[src/rtl/mgmt_master_pkg.sv]
// rtl/mgmt_master_pkg.sv - shared state encodings and defaults for the mgmt bus initiator
package mgmt_master_pkg;

  typedef enum logic [1:0] {
    MGMT_IDLE = 2'd0,
    MGMT_REQ  = 2'd1,
    MGMT_GAP  = 2'd2
  } mgmt_state_t;

  // Responders size their worst-case ack latency against this bound.
  localparam int MGMT_TIMEOUT    = 16;
  localparam int MGMT_GAP_CYCLES = 2;

  // The shared counter holds either the timeout count (up to TIMEOUT-1) or the gap load (GAP).
  function automatic int cnt_width(input int timeout, input int gap);
    int span;
    span = (timeout > gap) ? timeout : gap + 1;
    return $clog2(span) + 1;
  endfunction

endpackage

[src/rtl/mgmt_master.sv]
// rtl/mgmt_master.sv - mgmt bus initiator: one command in flight, ack/timeout response
module mgmt_master
  import mgmt_master_pkg::*;
#(
  parameter int TIMEOUT = MGMT_TIMEOUT,
  parameter int GAP     = MGMT_GAP_CYCLES
) (
  input  logic        clk,
  input  logic        rst,
  input  logic        cmd_vld,
  output logic        cmd_rdy,
  input  logic [31:0] cmd_adr,
  input  logic        cmd_rwn,
  input  logic [1:0]  cmd_wen,
  input  logic [31:0] cmd_txd,
  output logic        rsp_vld,
  output logic        rsp_err,
  output logic [31:0] rsp_rxd,
  output logic        mgmt_req,
  output logic [31:0] mgmt_adr,
  output logic        mgmt_rwn,
  output logic [1:0]  mgmt_wen,
  output logic [31:0] mgmt_txd,
  input  logic        mgmt_ack,
  input  logic        mgmt_rxe,
  input  logic [31:0] mgmt_rxd
);

  localparam int            CW       = cnt_width(TIMEOUT, GAP);
  localparam logic [CW-1:0] TERM     = CW'(TIMEOUT - 1);
  localparam logic [CW-1:0] GAP_LOAD = CW'(GAP);
  localparam logic [CW-1:0] CNT_ONE  = CW'(1);

  mgmt_state_t   state, state_n;
  logic [CW-1:0] cnt, cnt_n;
  logic          accept, done_ack, done_to;

  logic          cmd_rdy_n, mgmt_req_n, rsp_vld_n, rsp_err_n;
  logic [31:0]   rsp_rxd_n, mgmt_adr_n, mgmt_txd_n;
  logic          mgmt_rwn_n;
  logic [1:0]    mgmt_wen_n;

  assign accept   = (state == MGMT_IDLE) && cmd_vld;
  assign done_ack = (state == MGMT_REQ) && mgmt_ack;
  assign done_to  = (state == MGMT_REQ) && !mgmt_ack && (cnt == TERM);

  always_ff @(posedge clk or posedge rst) begin
    if (rst) begin
      state <= MGMT_GAP;
      cnt   <= GAP_LOAD;
    end else begin
      state <= state_n;
      cnt   <= cnt_n;
    end
  end

  // One counter: counts up while waiting for ack, counts down through the gap.
  always_comb begin
    state_n = state;
    cnt_n   = cnt;
    case (state)
      MGMT_IDLE: begin
        if (cmd_vld) begin
          state_n = MGMT_REQ;
          cnt_n   = '0;
        end
      end
      MGMT_REQ: begin
        if (mgmt_ack || (cnt == TERM)) begin
          state_n = MGMT_GAP;
          cnt_n   = GAP_LOAD;
        end else begin
          cnt_n = cnt + CNT_ONE;
        end
      end
      MGMT_GAP: begin
        if (cnt <= CNT_ONE) begin
          state_n = MGMT_IDLE;
          cnt_n   = '0;
        end else begin
          cnt_n = cnt - CNT_ONE;
        end
      end
      default: begin
        state_n = MGMT_GAP;
        cnt_n   = GAP_LOAD;
      end
    endcase
  end

  always_comb begin
    cmd_rdy_n  = (state_n == MGMT_IDLE);
    mgmt_req_n = (state_n == MGMT_REQ);
    rsp_vld_n  = done_ack || done_to;
    rsp_err_n  = done_to || (done_ack && mgmt_rwn && !mgmt_rxe);
    rsp_rxd_n  = (done_ack && mgmt_rwn && mgmt_rxe) ? mgmt_rxd : 32'd0;
    mgmt_adr_n = accept ? cmd_adr : mgmt_adr;
    mgmt_rwn_n = accept ? cmd_rwn : mgmt_rwn;
    mgmt_wen_n = accept ? cmd_wen : mgmt_wen;
    mgmt_txd_n = accept ? cmd_txd : mgmt_txd;
  end

  always_ff @(posedge clk or posedge rst) begin
    if (rst) begin
      cmd_rdy  <= 1'b0;
      mgmt_req <= 1'b0;
      rsp_vld  <= 1'b0;
      rsp_err  <= 1'b0;
      rsp_rxd  <= 32'd0;
      mgmt_adr <= 32'd0;
      mgmt_rwn <= 1'b0;
      mgmt_wen <= 2'd0;
      mgmt_txd <= 32'd0;
    end else begin
      cmd_rdy  <= cmd_rdy_n;
      mgmt_req <= mgmt_req_n;
      rsp_vld  <= rsp_vld_n;
      rsp_err  <= rsp_err_n;
      rsp_rxd  <= rsp_rxd_n;
      mgmt_adr <= mgmt_adr_n;
      mgmt_rwn <= mgmt_rwn_n;
      mgmt_wen <= mgmt_wen_n;
      mgmt_txd <= mgmt_txd_n;
    end
  end

endmodule

[config.mk]
export PLATFORM = sky130hd
export DESIGN_NAME = mgmt_master
export DESIGN_NICKNAME = d
export VERILOG_FILES = /design/src/rtl/mgmt_master_pkg.sv /design/src/rtl/mgmt_master.sv
export SDC_FILE = /design/constraint.sdc
export NUM_CORES = 1
export LEC_CHECK = 0
export ABC_AREA = 1
export BUFFER_PORTS_ARGS = -buffer_cell sky130_fd_sc_hd__clkbuf_2
export CAP_MARGIN = 20
export CELL_PAD_IN_SITES_DETAIL_PLACEMENT = 1
export CELL_PAD_IN_SITES_GLOBAL_PLACEMENT = 1
export CORE_AREA = 5 5 117 119
export CTS_CLUSTER_SIZE = 8
export DETAILED_ROUTE_END_ITERATION = 10
export DIE_AREA = 0 0 122 124
export GPL_TIMING_DRIVEN = 0
export PLACE_DENSITY_LB_ADDON = 0.1
export SLEW_MARGIN = 20
export SYNTH_ARGS = -nofsm -noshare
export SYNTH_HDL_FRONTEND = slang
export SYNTH_SLANG_ARGS = --single-unit
[constraint.sdc]
create_clock -name clk -period 9 [get_ports clk]
set_input_delay 0.9 -clock clk [delete_from_list [all_inputs] [get_ports clk]]
set_output_delay 0.9 -clock clk [all_outputs]
set_load 0.03 [all_outputs]
# == Word level (Yosys, flattened, before mapping) ==
# Index checks and enable logic that the tools add are counted.
# totals
regBits,110
input_bits,104
wordCells,42
out_inout_bits,103
# classes
n_addsub,2
eq_ne,5
reduce_logical,14
order_cmp,1
n_mux,9
# ops
op,count
$mux W32,1
$mux W5,3
$pmux W5 S3,1
$logic_and A1 B1 Y1,7
$mux W2,3
$pmux W2 S3,1
$add A5 B1 Y5 const B,1
$eq A5 B4 Y1 const B,1
$le A5 B1 Y1 const B,1
$sub A5 B1 Y5 const B,1
$eq A2 B1 Y1 const B,2
$logic_not A2 Y1,2
$logic_or A1 B1 Y1,3
$eq A2 B2 Y1 const B,1
$logic_not A1 Y1,2
$ne A2 B2 Y1 const B,1

# == Longest topological paths before layout ==
# Gate-level depths: netlist of run 1.
# depth
word_depth,5
depth_mapped,8
mapped_depth_nobuf,8

# == Worst setup path after synthesis of run 1 ==
# OpenSTA, ideal clock, no wires.
# synth_timing
kind,input port to flip-flop
start,input cmd_vld
end,register mgmt_txd[15]
stages,7
t_arrival_ns,1.478
setup_time_ns,0.117
path_slack_ns,7.404
path_buffers,2
required_ns,8.883
cell_sequence,inv_2 -> nor2_8 -> inv_2 -> buf_6 -> buf_8 -> nand2_2 -> nand2_1
# synth_between
elab_chain_cells,1
# synth_rtl
item,line_no,rtl
"start, declared",mgmt_master.sv:10,"input logic cmd_vld,"
$logic_and A1 B1 Y1,mgmt_master.sv:43,assign accept = (state == MGMT_IDLE) && cmd_vld;
"end signal, assigned",mgmt_master.sv:123,mgmt_txd <= mgmt_txd_n;
"end, declared",mgmt_master.sv:23,"output logic [31:0] mgmt_txd,"
# Every way passes these cells.
# A chain may end at the register's enable or synchronous reset.

# == Final worst setup path of run 1 ==
# layout_timing
start,register mgmt_rwn
end,output mgmt_rwn
# layout_lines
item,line_no,rtl
"start, declared",mgmt_master.sv:21,"output logic mgmt_rwn,"
"start signal, assigned",mgmt_master.sv:121,mgmt_rwn <= mgmt_rwn_n;
# No word-level cell between the ends.

==> results.tsv, run 1 <==
metric	value	unit
Highest Clock Rate	522	MHz
max_cap viols	0	
Final Skew	0.00907	ns
Synth Area in Adders	1.16	%
Final HPWL DP	9760	microns
DIE AREA	15100	sq um
CP max stage delay	0.43	ns
CP Class	reg2out	
clk sinks	110	
drt initial violations	153	
final hold violation count	0	
fill cell count	1566	
Hold EP	mgmt_adr[7]	
hold path cells	2	
Routed Antenna Nets	0	
Pwr Density	346	nW/um^2
kind of start point of the critical path	flip-flop	
die width	122	microns
Distinct cells, synth	24	
fin cells	865	
Ys Warns	0	
Setup violations, final	0	
CTS Buffer Depth	2	
simple-gate area share of the yosys netlist	26.9	%
# diodes	0	
worst-skew pair later-pin latency	0.35	ns
Buf/Inv on CP	1	
main combinational cell family by area after synthesis	simple AND/OR/NAND/NOR gates	
vias in the first global route	3982	
cts-stage hold buffer count	0	
RSZ-0062 raised after global routing	false	
Ports	207	
drt drc	0	
routed vias	3730	
Rel. slew slack	66.9	%
overflow left after global routing	0	
post-cts resize count	0	
maximum VDD drop	0.0860	mV
CP top delay family	flip-flops	
Setup TNS	0	ns
worst r2r src	cnt[0]	
Post-Syn Area	4310	sq um
Starting Density	34.6	%
Place WS	7.04	ns
DR WL/cell	14.6	microns
r2r setup slk	7.27	ns
die extent in y	124	microns
Crit path required time	8.10	ns
Hold Path Class	reg2reg	
global-route wire length before repair	19800	microns
multiplexer share of the synthesized area	0	%
drt pass-1 iters	4	
final WL	12600	microns
share of cells above drive strength 1	37.2	%
Compound-Gate Fraction of Synth Area	0.639	%
fin crit share	21.3	%
nature of the critical path endpoint	output port	
H-tree levels	3	
pin count of the biggest net entering global routing	59	
Lkg Pwr	0.00356	uW
P&R area growth vs syn	35.9	%
Crit path arrival time	1.02	ns
status	completed	
PortBufs	206	
critical-path maximum fanout	4	
Seq/Total Area, Yosys	63.9	%
row count	41	
worst setup margin	7.08	ns
placed cells	849	
CTS Buf Count	9	
Vias per Instance	4.31	
post-synthesis register bit count	110	
Cells after Synth	470	
core area	12500	sq um
total setup buffers inserted after CTS	0	
gr usage total	17.0	%
CTS tree	done	
clk root buf	clkbuf_16	
Final Slew Violations	0	
Post-Synth XOR/XNOR Area	0.610	%
FF-to-FF End	cnt[3]	
initial antenna violation count	0	
crit path cell chain	clkbuf_2	
Slowest-stage cell, CP	dfrtp_1	
Final #Nets	796	
min Tclk post-route	1.92	ns
syn nets	578	
hold_sp	mgmt_adr[7]	
clock-pin slew on the worst setup and hold paths	0.07	ns
Worst Max-Slew Pin Slew	0.497	ns
GP Congestion	0.776	
syn_area_per_cell	9.17	sq um
reg2reg path depth	7	
==> per-stage QoR <==
stage	area (sq um)	hold WS [ns]	total power [uW]	utilization (%)
after CTS	5860	0.476	2070	47.0
after detailed placement	5590	0.458	1690	44.8
final	5860	0.473	2030	47.0
after global routing	5860	0.500	2180	47.0
after global placement	5560	0.453	1660	44.6
after floorplan	4310	0.509	1380	-
==> how the worst max path moves through the flow <==
stage / startpoint / to / slack, ns / cells after the start
2_1_floorplan: rst / cmd_rdy / 5.20 / 1
3_3_place_gp: rst / rsp_rxd[10] / 3.77 / 2
3_5_place_dp: cmd_vld / mgmt_adr[6] / 7.04 / 6
4_1_cts: mgmt_rwn / mgmt_rwn / 7.07 / 1
5_1_grt: mgmt_rwn / mgmt_rwn / 7.03 / 1
6_report: mgmt_rwn / mgmt_rwn / 7.08 / 1
==> where the power goes <==
group / switching, uW / total, uW / leakage (uW) / internal [uW]
Clock: 174 / 368 / 0.000132 / 194
Combinational: 641 / 896 / 0.00201 / 255
Sequential: 102 / 765 / 0.00142 / 663
==> Yosys cell counts <==
| cell | n | area, sq um |
|---|---|---|
| nor3_2 | 1 | 10.0 |
| nor2_8 | 1 | 20.0 |
| o21ai_0 | 1 | 5.00 |
| or2_1 | 2 | 12.5 |
| nor2_4 | 1 | 11.3 |
| buf_6 | 1 | 11.3 |
| inv_1 | 40 | 150 |
| buf_2 | 11 | 55.1 |
| nor3_1 | 1 | 5.00 |
| o21bai_1 | 1 | 7.51 |
| nand2_1 | 210 | 788 |
| buf_8 | 3 | 45.0 |
| ha_1 | 4 | 50.1 |
| clkbuf_1 | 3 | 11.3 |
| nand4_1 | 2 | 12.5 |
| nand2_4 | 1 | 11.3 |
| a21oi_1 | 3 | 15.0 |
| nor2_1 | 43 | 161 |
| dfrtp_1 | 108 | 2700 |
| nand2_2 | 10 | 62.6 |
| inv_2 | 5 | 18.8 |
| nand3_1 | 13 | 65.1 |
| xor2_1 | 3 | 26.3 |
| dfstp_2 | 2 | 52.6 |
==> area by class of cell <==
type	instances	area, sq um	share of cell area [%]
Clock inverter	4	22.5	0.384
Sequential cell	110	2760	47.0
Buffer	18	123	2.09
Multi-Input combinational cell	297	1260	21.6
Timing Repair Buffer	207	1060	18.1
Tap cell	172	215	3.67
Inverter	45	174	2.97
Clock buffer	12	246	4.21
==> metal layers <==
metal / track usage (%) / share of wire (%) / wire, microns / up-vias
li1: - / - / - / 1828
met1: 20.6 / 42 / 5290 / 1734
met2: 26.7 / 45 / 5710 / 150
met3: 7.18 / 11 / 1360 / 18
met4: 7.00 / 1.9 / 243 / 0
met5: 0 / 0 / 0 / -
==> sequential cells by signal, indices dropped and copies added (netlist names) <==
| signal | flops |
|---|---|
| cmd_rdy | 1 |
| cnt | 5 |
| mgmt_adr | 32 |
| mgmt_req | 1 |
| mgmt_rwn | 1 |
| mgmt_txd | 32 |
| mgmt_wen | 2 |
| rsp_err | 1 |
| rsp_rxd | 32 |
| rsp_vld | 1 |
| state | 2 |
==> cells by family after synthesis <==
group	Yosys count
AOI/OAI and AO/OA	5
xor gates and xnor gates	3
adders and majority gates	4
and+or+nand+nor	285
DFF	110
buffers and inverters	63
==> placed cells by master, fill, tap and decap left out <==
cell / n
a21oi_1: 3
buf_16: 1
buf_2: 11
buf_6: 1
buf_8: 3
clkbuf_1: 5
clkbuf_16: 9
clkbuf_2: 206
clkbuf_8: 1
clkinv_2: 3
clkinvlp_4: 1
dfrtp_1: 108
dfstp_2: 2
ha_1: 4
inv_1: 39
inv_2: 5
inv_6: 1
nand2_1: 210
nand2_2: 10
nand2_4: 1
nand3_1: 13
nand4_1: 2
nor2_1: 43
nor2_4: 1
nor2_8: 1
nor3_1: 1
nor3_2: 1
o21ai_0: 1
o21bai_1: 1
or2_1: 2
xor2_1: 3
Power figures use the tool's default switching activity.
==> run 2: changes to the inputs <==
- CORE_AREA: 5 5 117 119 -> 5 5 126 128
- DIE_AREA: 0 0 122 124 -> 0 0 131 133
- clock period: 9 -> 1.6 ns (I/O delays scaled with it)
==> results.tsv, run 2 (synthesis results as in run 1) <==
metric	value	unit
gr usage total	16.0	%
pin count of the biggest net entering global routing	30	
CP Class	reg2reg	
critical-path maximum fanout	6	
Placed Area	5660	sq um
H-tree levels	3	
Comb pwr share	44.4	%
Final HPWL DP	10300	microns
GP Congestion	0.765	
Crit path arrival time	1.82	ns
vias in the first global route	4301	
CTS tree	done	
overflow left after global routing	0	
drt pass-1 iters	4	
DIE AREA	17400	sq um
Starting Density	29.2	%
Reg area	2760	sq um
clock-pin slew on the worst setup and hold paths	0.07	ns
status	completed	
P&R area growth vs syn	48.9	%
Routed Antenna Nets	0	
initial antenna violation count	0	
Setup TNS	0	ns
max_cap viols	0	
share of cells above drive strength 1	37.3	%
Ports	207	
Final #Nets	838	
Highest Clock Rate	652	MHz
CTS Buffer Depth	2	
global-route wire length before repair	22100	microns
Internal	6590	uW
row count	45	
min Tclk post-route	1.53	ns
area of the multi-input gates	1320	sq um
design area	6420	sq um
clk sinks	110	
Setup violations, final	0	
routed vias	3905	
final WL	13600	microns
Top Registers	mgmt_adr: 32 flops, mgmt_txd: 32 flops, rsp_rxd: 32 flops	
RSZ-0062 raised after global routing	true	
Crit path required time	1.88	ns
worst-skew pair later-pin latency	0.35	ns
Lkg Pwr	0.00377	uW
PortBufs	206	
nature of the critical path endpoint	flip-flop	
fin crit share	95.9	%
DR WL/cell	14.8	microns
drt drc	0	
Worst Max-Slew Pin Slew	0.449	ns
Final Slew Violations	0	
Hold Path Class	in2reg	
Net Switching	5300	uW
worst setup margin	0.0661	ns
# diodes	0	
clk root buf	clkbuf_16	
final hold violation count	0	
drt initial violations	134	
clock power share	19.6	%
Rel. slew slack	69.9	%
Sequential Power Share	36.0	%
fill cell count	1748	
CTS Buf Count	9	
die width	131	microns
Pwr Density	1850	nW/um^2
most common cell after layout, fill and taps aside	nand2_1	
most frequent cells in the layout	nand2_1, clkbuf_2, dfrtp_1, nor2_1, inv_1	
Place WS	-0.155	ns
Vias per Instance	4.23	
core area	14800	sq um
Sw Ratio	44.5	%
die extent in y	133	microns
kind of start point of the critical path	flip-flop	
maximum VDD drop	0.533	mV
Final Skew	0.00997	ns
-- run 2: cell count changes in the layout (fill, tap and decap cells not counted), sizes merged --
cell	delta
clkbuf	-1
dlygate4sd3	+38
buf	+4
bufinv	+1
clkinv	-1
clkinvlp	+1
-- run 2: per-layer routing --
layer	track usage, %	vias to the layer above	part of all wire (%)
li1	-	1911	-
met1	19.6	1828	42
met2	25.7	155	46
met3	6.62	11	11
met4	4.97	0	1.3
met5	0	-	0
-- run 2: power by group through the flow --
| stage | Combinational, uW | Sequential, uW | Clock, uW |
|---|---|---|---|
| global placement | 5060 | 4300 | 0 |
| detailed placement | 5200 | 4330 | 0 |
| floorplan | 1770 | 5980 | 0 |
| CTS | 5330 | 4280 | 2420 |
| global route | 5810 | 4390 | 2510 |
| finish | 5280 | 4280 | 2340 |
-- run 2: area by class of cell --
cell class	instances	share of cell area, %
multi-input combinational	297	20.5
clock buffer	11	3.94
clock inverter	5	0.877
timing repair buffer	249	23.4
sequential	110	42.9
inverter	45	2.69
tap	188	3.66
buffer	18	1.93
-- run 2: what timing repair did --
action	in CTS	in global routing
cloned	0	0
endpoints found under the setup margin	8	13
hold endpoints to repair	46	0
hold buffers	38	0
gates resized for setup	5	11
pin swaps	2	4
setup buffers	1	0
-- run 2: critical path, stage by stage, from the launching register on --
cell and delay [ns]:
dfstp_2 0.56, buf_6 0.12, inv_1 0.05, ha_1 0.17, o21bai_1 0.16, nand2_2 0.16
nand3_2 0.09, a21oi_2 0.15
-- run 2: final timing paths --
path / start / end / slack [ns] / cells after the start
min reg2reg: mgmt_adr[0] / mgmt_adr[0] / 0.47 / 2
max reg2reg: cnt[1] / cnt[1] / 0.07 / 7
max in group asynchronous: rst / cnt[1] / 0.58 / 5
max: cnt[1] / cnt[1] / 0.07 / 7
min in group asynchronous: rst / mgmt_adr[0] / 0.32 / 3
min: mgmt_rxd[19] / rsp_rxd[19] / 0.01 / 3
-- run 2: through the flow --
stage | utilization (%) | hold slack (ns) | power [uW] | instances
after floorplan | - | 0.266 | 7750 | 470
after global placement | 37.8 | 0.354 | 9360 | 864
after detailed placement | 38.4 | 0.127 | 9530 | 868
after CTS | 43.2 | 0.000225 | 12000 | 923
after global routing | 43.5 | 0.00864 | 12700 | 923
final | 43.5 | 0.0116 | 11900 | 923
